**src/rtl/ibpl_slot_ctrl.sv**
```systemverilog
// Slot sequencing controller: debounces the cardlet ID, brings the plugin up
// inputs-first then outputs, and latches plugin errors into a held fault.
module ibpl_slot_ctrl #(
  parameter int ID_W       = 8,
  parameter int CH         = 6,
  parameter int SETTLE_CYC = 1000,
  parameter int GAP_CYC    = 16
) (
  input  logic            clk_sys,
  input  logic            rstn_sys,
  input  logic [ID_W-1:0] slot_id_raw,
  input  logic [CH-1:0]   cfg_input_enable,
  input  logic [CH-1:0]   cfg_output_enable,
  input  logic            plugin_error,
  input  logic            err_clear,
  output logic [ID_W-1:0] active_id,
  output logic            id_valid,
  output logic [CH-1:0]   input_enable,
  output logic [CH-1:0]   output_enable,
  output logic            fault,
  output logic [ID_W-1:0] fault_id,
  output logic [2:0]      state
);

  localparam int CNT_W = (SETTLE_CYC > 1) ? $clog2(SETTLE_CYC) : 1;
  localparam int GAP_W = (GAP_CYC > 1) ? $clog2(GAP_CYC) : 1;

  typedef enum logic [2:0] {
    S_IDLE   = 3'd0,
    S_SETTLE = 3'd1,
    S_ARM    = 3'd2,
    S_RUN    = 3'd3,
    S_FAULT  = 3'd4
  } state_t;

  state_t state_q, next_state;

  logic [ID_W-1:0]  id_meta, id_s;
  logic [CNT_W-1:0] deb_cnt;
  logic [GAP_W-1:0] gap_cnt;
  logic             id_ok, id_change, stable;

  logic [CH-1:0]    nxt_in, nxt_out;
  logic [ID_W-1:0]  nxt_active, nxt_fault_id;
  logic             nxt_fault;

  // id_meta is the value id_s takes next, so comparing them clears the
  // debounce counter on the same edge a new ID appears on id_s.
  assign id_ok     = (id_s != '0) && (id_s != '1);
  assign id_change = (id_meta != id_s);
  assign stable    = (deb_cnt == CNT_W'(SETTLE_CYC - 1));

  always_ff @(posedge clk_sys) begin
    if (!rstn_sys) begin
      id_meta <= '0;
      id_s    <= '0;
      deb_cnt <= '0;
      gap_cnt <= '0;
    end else begin
      id_meta <= slot_id_raw;
      id_s    <= id_meta;
      if (id_change)
        deb_cnt <= '0;
      else if (!stable)
        deb_cnt <= deb_cnt + 1'b1;
      if (state_q == S_ARM)
        gap_cnt <= gap_cnt + 1'b1;
      else
        gap_cnt <= '0;
    end
  end

  always_comb begin
    next_state   = state_q;
    nxt_in       = '0;
    nxt_out      = '0;
    nxt_active   = active_id;
    nxt_fault    = fault;
    nxt_fault_id = fault_id;
    case (state_q)
      S_IDLE: begin
        if (id_ok)
          next_state = S_SETTLE;
      end
      S_SETTLE: begin
        if (!id_ok) begin
          next_state = S_IDLE;
        end else if (stable) begin
          next_state = S_ARM;
          nxt_active = id_s;
        end
      end
      S_ARM, S_RUN: begin
        // Fault entry outranks ID loss so fault_id captures the card that erred.
        if (plugin_error) begin
          next_state   = S_FAULT;
          nxt_fault    = 1'b1;
          nxt_fault_id = active_id;
        end else if (id_s != active_id) begin
          next_state = S_IDLE;
          nxt_active = '0;
        end else if (state_q == S_ARM) begin
          nxt_in = cfg_input_enable;
          if (gap_cnt == GAP_W'(GAP_CYC - 1))
            next_state = S_RUN;
        end else begin
          nxt_in  = cfg_input_enable;
          nxt_out = cfg_output_enable;
        end
      end
      S_FAULT: begin
        if (err_clear && !plugin_error) begin
          next_state = S_IDLE;
          nxt_fault  = 1'b0;
          nxt_active = '0;
        end
      end
      default: begin
        next_state = S_IDLE;
        nxt_active = '0;
      end
    endcase
  end

  always_ff @(posedge clk_sys) begin
    if (!rstn_sys) begin
      state_q       <= S_IDLE;
      active_id     <= '0;
      id_valid      <= 1'b0;
      input_enable  <= '0;
      output_enable <= '0;
      fault         <= 1'b0;
      fault_id      <= '0;
    end else begin
      state_q       <= next_state;
      active_id     <= nxt_active;
      id_valid      <= (next_state == S_ARM) || (next_state == S_RUN);
      input_enable  <= nxt_in;
      output_enable <= nxt_out;
      fault         <= nxt_fault;
      fault_id      <= nxt_fault_id;
    end
  end

  assign state = state_q;

endmodule

```
**config.mk**
```make
export PLATFORM = sky130hd
export DESIGN_NAME = ibpl_slot_ctrl
export DESIGN_NICKNAME = d
export VERILOG_FILES = /design/src/rtl/ibpl_slot_ctrl.sv
export SDC_FILE = /design/constraint.sdc
export NUM_CORES = 1
export LEC_CHECK = 0
export CORE_MARGIN = 5
export CORE_UTILIZATION = 49
export DETAILED_ROUTE_END_ITERATION = 10
export PLACE_DENSITY = 0.9
export SLEW_MARGIN = 10
export SYNTH_ARGS = -nofsm -noshare
export SYNTH_HDL_FRONTEND = slang
export SYNTH_SLANG_ARGS = --single-unit
```
**constraint.sdc**
```tcl
create_clock -name clk_sys -period 2.3 [get_ports clk_sys]
set_clock_uncertainty 0.15 [all_clocks]
set_input_delay 0.575 -clock clk_sys [delete_from_list [all_inputs] [get_ports clk_sys]]
set_output_delay 0.575 -clock clk_sys [all_outputs]
set_load 0.01 [all_outputs]
```
==> impl_results.md <==
- Starting Density: between 50% and 60%
- Final ANT Viol Nets: 0
- # clock sinks: 63
- Initial DRC Count: around 140
- CP max stage delay: 610 ps
- Die area: ~0.0063 mm²
- Dominant cell type by area after synthesis: dfxtp_1
- Top Layer Used: met4
- WL per Instance: 13.4 µm
- Final Setup Violations: 0
- Slew of the pin with the lowest slew margin: slightly above 400 ps
- Clock transition at the registers of the reported paths: 60 ps
- Met1 Routed Length: around 2100 µm
- IO Port Bufs: 56
- Wire length on met3: around 320 µm
- Count leader, synth: dfxtp_1
- Routed wire length: roughly 5000 µm
- Number of top-level pins: between 50 and 60
- Layout cells sized above 1: 9.77%
- Rel. slew slack: between 70% and 80%
- Vias in the first global route: approximately 1800
- Most common library cells after synthesis: 63 x dfxtp_1, 24 x and2_1, 18 x nor2_1, 18 x xor2_1, 16 x nand2_1
- Pre-antenna DRT Iters: 4
- CTS tree: yes
- Fillcell total: 343
- Row Count: 25
- Worst vdd ir: about 0.45 mV
- Die Wd: approximately 80 µm
- Post-DP HPWL: 3640 µm
- Worst min-delay path class: reg -> reg
- Fin. Hold Viols: 0
- Leak pwr: ~1.3 nW
- Critical Path RT: between 1500 and 2000 ps
- CORE AREA: 0.00472 mm²
- Slew Limit Fails: 0
- H-tree depth: 3
- Total length of routed met2 wires: ~2500 µm
- Pwr Total: 0.00208 W
- Top cells by area, synth: dfxtp_1 53%, xor2_1 6.6%, and2_1 6.3%
- Die Y: 79.6 µm
- First-pass GRT wire length: approximately 8500 µm
- Synth Instances: 235
- Clk root buf: clkbuf_8
- Crit-path max FO: 7
- Element type at the critical path end: output port
- PD cells: between 600 and 700 mW/mm²
- Clk_lat worst skew: ~330 ps
- Via density: ~5
- Max-cap violations: 0
- Final core utilization: about two thirds
- Number of unique standard cell types used by synthesis: 34
- RD Place Congestion: 0.799
- Worst path bufs/invs: 1
- Max Freq: approximately 0.46 GHz
- Status: complete, no violations
- Total CTS buffers: 9
- Critical path class: reg -> out
- DR DRC count: 0
- All-Layer GR Usage: around 18%
- CP cell instances: clkdlybuf4s50_1
- Syn avg cell area: 10.1 µm²
- N_diodes: 0
- Startpoint types: register
- Final Net Count: 328
- Initial antenna violation count: 0
- Main synth FF type: dfxtp_1
- EDFF count, synth: 0
- Fin Setup TNS: 0 ps
- Sequential-to-total area share from yosys stat: roughly 53%
- RSZ-0062 raised after global routing: false
- Syn Nets: between 200 and 300
- Via count: about 1900
- Post-CTS Hold Buffers: 0
- Syn-to-layout area delta: 36.2%
- Post-Syn Area: between 0.002 and 0.0025 mm²
- Worst path top cell family by delay: buffers and inverters
- Largest net degree at the start of global routing: 33
- Post-route minimum period: around 2200 ps
- Synth async-reset ratio: 0%
- Total gr overflow: 0
- YS warnings: 0
- WP data arrival: ~1400 ps
- Synthesis-stage register bit count: 63
- Final worst path period share: 94.0%
- CP max-delay cell: clkdlybuf4s50_1
- Synth top area share: approximately 53%
- CTS Buffer Depth: 2
==> where the power goes <==
group / switching, W / leakage (nW) / internal, W
Clock: 0.000401 / 0.0894 / 0.000447
Sequential: 0.0000175 / 0.511 / 0.00111
Combinational: 0.0000415 / 0.677 / 0.0000705
Total: 0.000460 / 1.28 / 0.00162
==> final timing paths <==
kind	startpoint	endpoint	slack [ps]	cells past startpoint
max reg2reg	deb_cnt[0]	active_id[5]	280	6
max	state[1]	state[1]	140	1
min	gap_cnt[0]	gap_cnt[0]	300	1
min reg2reg	gap_cnt[0]	gap_cnt[0]	300	1
==> flip-flops by register name, indices dropped and copies added (netlist names), 4 cells and up <==
| signal | count |
|---|---|
| active_id | 8 |
| deb_cnt | 10 |
| fault_id | 8 |
| gap_cnt | 4 |
| id_meta | 8 |
| id_s | 8 |
| input_enable | 6 |
| output_enable | 6 |
==> cell families after synthesis <==
group                    after synthesis  synth area share, %
AND/OR/NAND/NOR                      108                 25.2
flip-flops                            63                 53.2
AO/OA/AOI/OAI                         25                 9.07
XOR/XNOR                              24                 8.86
buffers and inverters                 11                 1.85
multiplexers                           2                0.844
adder cells (fa/ha/maj)                2                 1.05
==> layout make-up <==
class | instances | area (µm²) | share of cell area (%)
Sequential cell | 63 | 1260 | 39.0
Clock buffer | 13 | 159 | 4.92
Timing Repair Buffer | 66 | 636 | 19.7
Tap cell | 67 | 83.8 | 2.59
Clock inverter | 3 | 17.5 | 0.542
Multi-Input combinational cell | 161 | 1070 | 33.1
Inverter | 1 | 3.75 | 0.116
==> layer usage <==
metal / GRT usage (%) / vias up
li1: - / 945
met5: 0 / -
met1: 21.2 / 874
met4: 8.25 / 0
met2: 28.7 / 55
met3: 4.97 / 6
==> worst register-to-register path: cells and delay by family (launching register included) <==
kind,cells,cell delay (ps)
flip-flops,1,380
AND/OR/NAND/NOR,3,730
AO/OA/AOI/OAI,2,470
adder cells (fa/ha/maj),1,180
==> cells in the final DEF (no fill, tap or decap), types with 3 or more instances in the layout <==
cell	n
a21boi_0	9
nor4_1	3
nor2_1	17
a21oi_1	3
buf_4	10
clkbuf_8	11
nand4_1	4
a32o_1	8
and2_1	24
and3_1	10
xnor2_1	6
xor2_1	18
nor3_1	5
nand3_1	14
nand2_1	16
dfxtp_1	63
clkdlybuf4s50_1	56
==> timing repair <==
item / 4_1_cts / 5_1_grt
setup endpoints to repair: 0 / 12
setup buffers: 0 / 0
gates resized for setup: 0 / 1
==> through the flow <==
step | cell area, µm² | cells | hold WS [ps] | setup WS, ps
floorplan | 2370 | 235 | 268 | 504
global placement | 3050 | 358 | 279 | 95.8
detailed placement | 3050 | 358 | 291 | 41.1
CTS | 3230 | 374 | 306 | 110
global route | 3230 | 374 | 342 | 67.1
finish | 3230 | 374 | 304 | 138
Power figures use the tool's default switching activity.
